<file path="config.mk">
export PLATFORM = sky130hd
export DESIGN_NAME = instr_fetch
export DESIGN_NICKNAME = d
export VERILOG_FILES = /design/src/rtl/instr_fetch.sv
export SDC_FILE = /design/constraint.sdc
export NUM_CORES = 1
export LEC_CHECK = 0
export ABC_CLOCK_PERIOD_IN_PS = 2000
export BUFFER_PORTS_ARGS = -buffer_cell sky130_fd_sc_hd__buf_2
export CORE_ASPECT_RATIO = 0.75
export CORE_MARGIN = 8
export CORE_UTILIZATION = 30
export DETAILED_ROUTE_END_ITERATION = 16
export HOLD_SLACK_MARGIN = 0.1
export PLACE_DENSITY_LB_ADDON = 0.05
export SETUP_SLACK_MARGIN = 0.15
export SLEW_MARGIN = 20
export SYNTH_ARGS = -nofsm -noshare
export SYNTH_HDL_FRONTEND = slang
export SYNTH_SLANG_ARGS = --single-unit
export TNS_END_PERCENT = 30
</file>
<file path="constraint.sdc">
create_clock -name clk -period 2 [get_ports clk]
set_input_delay 0.2 -clock clk [delete_from_list [all_inputs] [get_ports clk]]
set_output_delay 0.2 -clock clk [all_outputs]
set_load 0.03 [all_outputs]
</file>
<file path="src/rtl/instr_fetch.sv">
// Instruction-fetch stage: owns the PC, issues single-outstanding imem requests and
// produces the IF/ID register, with a one-entry skid buffer for decode stalls.
module instr_fetch #(
    parameter logic [31:0] RESET_PC  = 32'h0000_0000,
    parameter logic [31:0] NOP_INSTR = 32'h0000_0013
) (
    input  logic        clk,
    input  logic        rst,
    input  logic        hz_bubble,
    input  logic        redirect,
    input  logic [31:0] redirect_pc,
    output logic        imem_req,
    output logic [31:0] imem_addr,
    input  logic        imem_gnt,
    input  logic        imem_rvalid,
    input  logic [31:0] imem_rdata,
    output logic [31:0] IF_ID_PC,
    output logic [31:0] IF_ID_Instr,
    output logic        IF_ID_valid
);

    typedef enum logic [1:0] {
        ST_REQ  = 2'd0,
        ST_WAIT = 2'd1,
        ST_DROP = 2'd2
    } state_e;

    state_e      state_q, state_d;
    logic [31:0] pc_q, pc_d;
    logic [31:0] fetch_pc_q, fetch_pc_d;
    logic        buf_valid_q, buf_valid_d;
    logic [31:0] buf_pc_q, buf_pc_d;
    logic [31:0] buf_instr_q, buf_instr_d;
    logic [31:0] if_pc_q, if_pc_d;
    logic [31:0] if_instr_q, if_instr_d;
    logic        if_valid_q, if_valid_d;

    logic        req_s;
    logic        grant_s;
    logic        resp_s;

    // Request/grant/response decode.
    always_comb begin
        req_s   = !rst && !redirect && !buf_valid_q &&
                  ((state_q == ST_REQ) ||
                   ((state_q == ST_WAIT) && imem_rvalid && !hz_bubble));
        grant_s = req_s && imem_gnt;
        resp_s  = (state_q == ST_WAIT) && imem_rvalid;
    end

    // Next-state logic for PC, fetch FSM, skid buffer and IF/ID.
    always_comb begin
        state_d     = state_q;
        pc_d        = pc_q;
        fetch_pc_d  = fetch_pc_q;
        buf_valid_d = buf_valid_q;
        buf_pc_d    = buf_pc_q;
        buf_instr_d = buf_instr_q;
        if_pc_d     = if_pc_q;
        if_instr_d  = if_instr_q;
        if_valid_d  = if_valid_q;

        if (redirect) begin
            pc_d        = redirect_pc;
            buf_valid_d = 1'b0;
            if_instr_d  = NOP_INSTR;
            if_valid_d  = 1'b0;
            // A response still owed by memory must be swallowed before refetching.
            if (((state_q == ST_WAIT) || (state_q == ST_DROP)) && !imem_rvalid) begin
                state_d = ST_DROP;
            end else begin
                state_d = ST_REQ;
            end
        end else begin
            if (grant_s) begin
                fetch_pc_d = pc_q;
                pc_d       = pc_q + 32'd4;
            end else begin
                fetch_pc_d = fetch_pc_q;
            end

            case (state_q)
                ST_REQ:  state_d = grant_s ? ST_WAIT : ST_REQ;
                ST_WAIT: begin
                    if (imem_rvalid) begin
                        state_d = grant_s ? ST_WAIT : ST_REQ;
                    end else begin
                        state_d = ST_WAIT;
                    end
                end
                ST_DROP: state_d = imem_rvalid ? ST_REQ : ST_DROP;
                default: state_d = ST_REQ;
            endcase

            if (hz_bubble) begin
                if (resp_s) begin
                    buf_valid_d = 1'b1;
                    buf_pc_d    = fetch_pc_q;
                    buf_instr_d = imem_rdata;
                end else begin
                    buf_valid_d = buf_valid_q;
                end
            end else if (buf_valid_q) begin
                if_pc_d     = buf_pc_q;
                if_instr_d  = buf_instr_q;
                if_valid_d  = 1'b1;
                buf_valid_d = 1'b0;
            end else if (resp_s) begin
                if_pc_d    = fetch_pc_q;
                if_instr_d = imem_rdata;
                if_valid_d = 1'b1;
            end else begin
                if_instr_d = NOP_INSTR;
                if_valid_d = 1'b0;
            end
        end
    end

    // State registers with synchronous reset.
    always_ff @(posedge clk) begin
        if (rst) begin
            state_q     <= ST_REQ;
            pc_q        <= RESET_PC;
            fetch_pc_q  <= 32'h0000_0000;
            buf_valid_q <= 1'b0;
            buf_pc_q    <= 32'h0000_0000;
            buf_instr_q <= 32'h0000_0000;
            if_pc_q     <= 32'h0000_0000;
            if_instr_q  <= NOP_INSTR;
            if_valid_q  <= 1'b0;
        end else begin
            state_q     <= state_d;
            pc_q        <= pc_d;
            fetch_pc_q  <= fetch_pc_d;
            buf_valid_q <= buf_valid_d;
            buf_pc_q    <= buf_pc_d;
            buf_instr_q <= buf_instr_d;
            if_pc_q     <= if_pc_d;
            if_instr_q  <= if_instr_d;
            if_valid_q  <= if_valid_d;
        end
    end

    assign imem_req    = req_s;
    assign imem_addr   = pc_q;
    assign IF_ID_PC    = if_pc_q;
    assign IF_ID_Instr = if_instr_q;
    assign IF_ID_valid = if_valid_q;

endmodule
</file>
* Yosys cells after proc, flatten, opt, wreduce, memory -nomap -nowiden
Cells that the tools add are included.
Operators by class: add/sub/neg operators 1, equal/unequal tests 2, mux-type cells 14, bitwise gates (word level) 2, reduce and logical (&&, ||, !) cells 22
Operators by type and width (count):
- two-way mux 32 bit | 6
- adder 32 x 3 -> 32 bit (second input constant) | 1
- logical AND 1 bit | 7
- two-way mux 2 bit | 3
- case mux 2 bit (3 select lines) | 1
- AND reduction 3 bit | 2
- zero test 1 bit | 5
- two-way mux 1 bit | 4
- nonzero test 2 bit | 2
- OR reduction 3 bit | 1
- equality test 2 x 1 -> 1 bit (second input constant) | 1
- equality test 2 bit (second input constant) | 1
- zero test 2 bit | 1
- logical OR 1 bit | 2
- inverter 1 bit | 2
- AND reduction 2 bit | 1
- OR reduction 2 bit | 1
Storage, ports and cells: bits in registers 196, input port bits 70, output and inout port bits 98

* Depth between registers and ports, before layout
Gate-level depths: netlist of run 1.
depth after elaboration 10, gate-level depth with buffers 10

* Worst setup path before layout of run 1
OpenSTA, ideal clock, no wires.
path kind register to register, start register pc_q[2] (netlist: imem_addr[2]), end register pc_q[28] (netlist: imem_addr[28]), setup time 0.091 ns, arrival time 1.964 ns, data required time 1.909 ns, slack -0.055 ns, cell stages (with the launch flop) 7, buffers on the path 0, cell sequence dfxtp_1 ha_1 nand3_1 nor4_4 nand2_2 or3_1 a311oi_1
On the way: cells in the longest elaborated chain, start to end 3
RTL lines:
- from (decl) | line 29 | logic [31:0] pc_q, pc_d;
- from (signal assigned) | line 133 | pc_q <= pc_d;
- adder 32 x 3 -> 32 bit | line 77 | pc_d = pc_q + 32'd4;
- two-way mux 32 bit | line 75 | if (grant_s) begin
- two-way mux 32 bit | line 63 | if (redirect) begin
Every way passes these cells. The select of a mux whose other input is x is not followed. A chain may end at the register's enable or synchronous reset.

* Worst setup path in the final report of run 1
start register state_q[1], end register pc_q[27] (netlist: imem_addr[27])
On the way: cells in the longest elaborated chain, start to end 7, elaborated cells on any way between the ends 8
RTL lines:
- from (decl) | line 28 | state_e state_q, state_d;
- from (signal assigned) | line 132 | state_q <= state_d;
- equality test 2 x 1 -> 1 bit | line 46 | ((state_q == ST_WAIT) && imem_rvalid && !hz_bubble));
- logical AND 1 bit (2 in series) | line 46
- logical OR 1 bit (*) | line 45 | ((state_q == ST_REQ) ||
- logical AND 1 bit (*) | line 44 | req_s = !rst && !redirect && !buf_valid_q &&
- logical AND 1 bit (*) | line 47 | grant_s = req_s && imem_gnt;
- nonzero test 2 bit (no source line) (*)
Mark *: on every way between the ends. The rest lies on a longest branch, timed or not.

==> run_results.csv, run 1 <==
group,metric,value,unit
status,status,"finished, final reports clean",
clock_network,cts_buffer_depth,2,
synthesis,synth_edf_count,0,
detailed_routing,drtPass1Iterations,6,
hold_path,holdPathEnd,"imem_addr[30]",
global_routing,grt_pass1_wl,41.8,mm
layout,syn_to_final_growth,38.4,%
layout,antennaDiodeCount,0,
synthesis,postSynthAreaPerCell,8.45,um^2
synthesis,post-synth-top-area-fraction,49.7,%
floorplanning,die_w,203,um
synthesis,ys_ff_latch,196,
synthesis,yosys_warnings,0,
worst_setup_path,worst_r2r_startpoint,"state_q[1]",
worst_setup_path,worstPathCellList,"inv_2 -> ha_4 -> and3b_2 -> o21ai_4 -> or4_4 -> mux2i_1 -> a211o_1",
detailed_routing,postRouteAntennaNets,0,
timing,grt_setup_unrepaired,"yes",
hold_path,hp-class,"primary input to flop",
worst_setup_path,end_kind,"flop",
timing,worst_slew_pin_slew,0.661,ns
synthesis,yosysTopAreaCell,"dfxtp_1",
power,ir_drop,0.000635,V
place,place_congestion,0.736,
clock_network,clock-sinks,196,
detailed_routing,viasPerCell,4.77,
hold_path,hold_depth,3,
synthesis,synth_common_cells,"nand2_1, dfxtp_1, a21oi_1",
timing,setup_viol,0,
worst_setup_path,r2r_end,"imem_addr[27]",
timing,period_needed,1.87,ns
detailed_routing,drt_iter0_markers,461,
global_routing,grt_pass1_vias,7199,
global_routing,grt.overflow.total,0,
timing,skew,0.0108,ns
place,port_buffers,167,
synthesis,yosysMostFrequentCell,"nand2_1",
clock_network,cts.clk_slew.worst_paths,0.07,ns
detailed_routing,wire_per_inst,17.6,um
timing,relSlewSlack,55.9,%
timing,setup_tns,0,ns
clock_network,numCtsBuffers,17,
global_routing,grt_max_degree,120,
worst_setup_path,rr_worst_depth,7,
clock_network,cts_root_buffer,"clkbuf_16",
worst_setup_path,path_class,"flop to flop",
place,hpwl,17.5,mm
layout,num-nets-final,1245,
timing,finalMaxSlewViolations,0,
synthesis,synth_flop_cell,"dfxtp_1",
floorplanning,num_rows,51,
global_routing,antenna_found_initial,0,
floorplanning,boundaryPins,168,
detailed_routing,drc,0,
worst_setup_path,crit_family,"simple AND/OR/NAND/NOR gates",
synthesis,synthTopCellsByArea,"dfxtp_1, nand2_1, a21oi_1",
worst_setup_path,critPathBufInv,1,
timing,clock.fmax,534,MHz
floorplanning,design.core.area,25900,um^2
timing,hold_viol_final,0,
synthesis,yosysUniqueCellTypes,50,
synthesis,ys_async_sr_fraction,0,%
floorplanning,dieArea,31800,um^2
worst_setup_path,cpMaxStageDelayCell,"or4_4",
synthesis,seq_area_frac_synth,49.7,%
clock_network,cts-htree-levels,4,
worst_setup_path,cp.required,2.33,ns
clock_network,cts_tree,"built",
place,post-place-ws,0.0235,ns
synthesis,syn_nets,1010,
worst_setup_path,worst_setup_path_start_kind,"flop",
floorplanning,fp.dieH,157,um
layout,drive_gt1_share,27.6,%
detailed_routing,routed_wl,26.9,mm
worst_setup_path,max_stage_delay,0.44,ns
detailed_routing,vias,7282,
clock_network,worst_skew_pair.late_latency,0.44,ns
run,drv_cap,0,
worst_setup_path,crit_start,"state_q[1]",
worst_setup_path,critPathArrivalTime,2.20,ns
synthesis,syn_area,7900,um^2
global_routing,groute.usage.overall,16.5,%
hold_path,min-delay-start,"redirect_pc[30]",
layout,fill_cells,2701,
synthesis,syn_inst,935,
timing,worst_slack,0.128,ns
floorplanning,start_util,30.5,%
worst_setup_path,cp_max_fo,6,
timing,fin_crit_sh,93.6,%
power,powerDensity,776,nW/um^2
worst_setup_path,r2r_setup_slack,0.13,ns
power,p_leak,4.04,nW
-- what timing repair did --
item,CTS,global route
setup buffers,5,3
setup endpoints to repair,40,62
hold buffers,62,0
cloned,1,4
gates resized for setup,11,22
endpoints found under the hold margin,93,0
pin swaps,5,10
-- area by class of cell --
| type | count | area (um^2) | area share, % |
|---|---|---|---|
| clock inverters | 14 | 161 | 1.48 |
| multi-input cells | 659 | 3820 | 34.9 |
| inverters | 7 | 26.3 | 0.240 |
| flip-flops and latches | 196 | 3960 | 36.2 |
| repair buffers | 289 | 2100 | 19.2 |
| clock buffers | 18 | 439 | 4.02 |
| well taps | 344 | 430 | 3.94 |
-- how the worst max path moves through the flow --
stage / end / cells past startpoint
detailed placement: imem_addr[27] / 7
finish: imem_addr[27] / 7
CTS: imem_req / 6
global placement: imem_addr[19] / 8
floorplan: imem_addr[28] / 5
global route: imem_addr[6] / 8
-- worst reg2reg max path: cells and delay by family (launching register included) --
kind	cells	cell delay (ns)
AND/OR/NAND/NOR	2	0.74
AO/OA/AOI/OAI	2	0.37
flip-flops	1	0.33
multiplexers	1	0.14
adder cells (fa/ha/maj)	1	0.13
buffers and inverters	1	0.08
-- sequential cells by signal, indices dropped and copies added (netlist names) --
signal       cells
buf_valid_q      1
imem_addr       32
IF_ID_valid      1
buf_instr_q     32
IF_ID_Instr     32
buf_pc_q        32
fetch_pc_q      32
IF_ID_PC        32
state_q          2
-- stage by stage --
| stage | total power (W) | area, um^2 | std cells | hold WS (ns) | utilization (%) |
|---|---|---|---|---|---|
| CTS | 0.00860 | 10700 | 1520 | 0.121 | 41.4 |
| detailed placement | 0.00489 | 9420 | 1420 | 0.418 | 36.4 |
| global placement | 0.00489 | 9420 | 1420 | 0.418 | 36.4 |
| floorplan | 0.00455 | 7940 | 935 | 0.277 | - |
| finish | 0.00849 | 10900 | 1527 | 0.130 | 42.2 |
| global route | 0.00887 | 10900 | 1527 | 0.137 | 42.2 |
-- cells in the final DEF, fill, tap and decap left out, types with 4 or more instances in the layout --
cell type      instances
inv_6                  5
o21ai_0                6
buf_4                 46
and3_1                 5
xor2_1                 9
a211oi_1              47
clkbuf_16             19
nand4_1                9
nor4_2                 4
nand2_1              221
nor3_1                 8
mux2i_1               37
dfxtp_2               25
inv_1                  6
dlygate4sd3_1         62
a222oi_1              28
a21oi_1              100
dfxtp_1              169
xnor2_1               14
buf_2                165
buf_12                11
nor4_1                 4
nand3_1               10
nor2_1                93
a311oi_1               4
-- cell families after synthesis --
group                    count (synthesis)  share of synthesized area [%]
XOR/XNOR                                23                           2.55
buffers and inverters                   81                           4.02
multiplexers                            40                           5.12
AND/OR/NAND/NOR                        384                           20.7
adder cells (fa/ha/maj)                  5                          0.792
AO/OA/AOI/OAI                          206                           17.2
flip-flops                             196                           49.7
-- power breakdown --
group          switching, W  internal (W)
sequential        0.0000931       0.00398
clock               0.00165       0.00192
combinational      0.000494      0.000347
total               0.00224       0.00625
-- per-layer routing --
metal	track usage, %	share of wire [%]	vias to the layer above
met5	0	0	-
met4	3.51	0.92	0
met3	3.70	4.5	15
met2	23.2	41	150
met1	25.1	54	3383
li1	-	-	3734
Note: power is estimated with default switching activity, not from simulation.
==> run 2, diff against run 1 <==
--- a/config.mk
+++ b/config.mk
@@ -9,11 +9,10 @@
 export BUFFER_PORTS_ARGS = -buffer_cell sky130_fd_sc_hd__buf_2
 export CORE_ASPECT_RATIO = 0.75
 export CORE_MARGIN = 8
-export CORE_UTILIZATION = 30
+export CORE_UTILIZATION = 49
 export DETAILED_ROUTE_END_ITERATION = 16
 export HOLD_SLACK_MARGIN = 0.1
 export PLACE_DENSITY_LB_ADDON = 0.05
-export SETUP_SLACK_MARGIN = 0.15
 export SLEW_MARGIN = 20
 export SYNTH_ARGS = -nofsm -noshare
 export SYNTH_HDL_FRONTEND = slang
==> run_results.csv, run 2 (synthesis results as in run 1) <==
group,metric,value,unit
floorplanning,design.core.area,15900,um^2
detailed_routing,drt_iter0_markers,684,
timing,relSlewSlack,49.6,%
clock_network,cts_tree,"built",
detailed_routing,routed_wl,22.9,mm
status,status,"finished, final reports clean",
timing,finalMaxSlewViolations,0,
layout,drive_gt1_share,24.3,%
layout,post-route-util,65.6,%
detailed_routing,postRouteAntennaNets,0,
clock_network,cts_root_buffer,"clkbuf_16",
layout,syn_to_final_growth,32.3,%
clock_network,numCtsBuffers,17,
timing,grt_setup_unrepaired,"yes",
timing,period_needed,1.94,ns
power,ir_drop,0.000539,V
power,p_leak,3.93,nW
clock_network,cts-htree-levels,4,
clock_network,worst_skew_pair.late_latency,0.43,ns
detailed_routing,drc,0,
timing,setup_viol,0,
floorplanning,fp.dieH,126,um
detailed_routing,wire_per_inst,16.6,um
clock_network,cts.clk_slew.worst_paths,0.07,ns
layout,register_area,3930,um^2
floorplanning,num_rows,40,
global_routing,grt_pass1_wl,36.9,mm
floorplanning,start_util,49.6,%
worst_setup_path,critPathArrivalTime,2.29,ns
worst_setup_path,cp.required,2.35,ns
global_routing,antenna_found_initial,1,
global_routing,groute.usage.overall,22.0,%
worst_setup_path,cp_max_fo,6,
hold_path,hp-class,"primary input to flop",
power,powerDensity,788,nW/um^2
place,place_congestion,0.829,
global_routing,grt.overflow.total,0,
timing,hold_viol_final,0,
power,p_total,0.00823,W
global_routing,grt_max_degree,165,
place,port_buffers,167,
timing,clock.fmax,516,MHz
layout,mostFrequentLayoutCells,"nand2_1, dfxtp_1, buf_2",
detailed_routing,vias,7418,
worst_setup_path,worst_setup_path_start_kind,"flop",
layout,fin_cells,1381,
worst_setup_path,path_class,"flop to flop",
timing,worst_slew_pin_slew,0.756,ns
floorplanning,die_w,163,um
timing,skew,0.00594,ns
place,dp_cells,1287,
detailed_routing,viasPerCell,5.37,
layout,fill_cells,1400,
floorplanning,boundaryPins,168,
place,hpwl,14.9,mm
global_routing,grt_pass1_vias,6860,
clock_network,clock-sinks,196,
clock_network,cts_buffer_depth,2,
timing,fin_crit_sh,96.9,%
layout,final_common_cell,"nand2_1",
layout,num-nets-final,1233,
run,drv_cap,0,
floorplanning,dieArea,20500,um^2
worst_setup_path,end_kind,"flop",
worst_setup_path,r2r_setup_slack,0.06,ns
layout,multiInputGateArea,3740,um^2
detailed_routing,drtPass1Iterations,8,
-- run 2: changes by cell type in the layout (fill, tap and decap cells not counted), sizes merged, moves of 2 or more --
cell         change
buf              -7
inv              -4
clkinv           +3
dlygate4sd3      -2
-- run 2: layer usage --
metal / part of all wire, % / track usage, % / up-vias
met3: 7.0 / 6.12 / 17
met5: 0 / 0 / -
li1: - / - / 3702
met2: 41 / 29.8 / 239
met4: 1.1 / 5.22 / 0
met1: 50 / 33.2 / 3460
-- run 2: final timing paths --
kind / to / cells after the start / from
max: imem_addr[6] / 9 / state_q[1]
min: imem_addr[30] / 3 / redirect_pc[30]
max reg2reg: imem_addr[6] / 9 / state_q[1]
min reg2reg: buf_pc_q[21] / 2 / buf_pc_q[21]
-- run 2: where the power goes --
| part | internal (W) | switching [W] |
|---|---|---|
| logic | 0.000330 | 0.000480 |
| clock network | 0.00187 | 0.00148 |
| registers | 0.00398 | 0.0000854 |
-- run 2: cell type report --
| type | instances | share of cell area [%] |
|---|---|---|
| sequential | 196 | 37.6 |
| multi-input combinational | 658 | 35.9 |
| timing repair buffer | 278 | 18.2 |
| clock buffer | 19 | 4.24 |
| tap | 210 | 2.52 |
| clock inverter | 12 | 1.23 |
| inverter | 7 | 0.252 |
| antenna | 1 | 0.0240 |
-- run 2: repair_timing --
item | in CTS | in global routing
pin swaps | 0 | 6
endpoints found under the setup margin | 31 | 28
cloned | 0 | 0
setup buffers | 0 | 2
endpoints found under the hold margin | 89 | 0
resized for setup | 3 | 15
hold buffers | 60 | 0
-- run 2: through the flow --
stage                     area (um^2)  setup TNS, ns  worst slack, ns  hold WS (ns)
final                           10400              0           0.0617         0.119
after global routing            10400        -0.0833          -0.0439         0.131
after CTS                       10400        -0.0433          -0.0433         0.109
after detailed placement         9180          -1.68           -0.103         0.415
after global placement           9180        -0.0508          -0.0147         0.416
after floorplan                  7900              0          0.00230         0.277
-- run 2: worst max-delay path: stages, from the launching register on --
cell and delay, ns:
dfxtp_2 0.33, inv_2 0.05, ha_4 0.15, and3b_2 0.22
buf_4 0.15, o211ai_1 0.45, buf_4 0.21, xnor2_1 0.11
nand2_1 0.09, a21oi_2 0.11
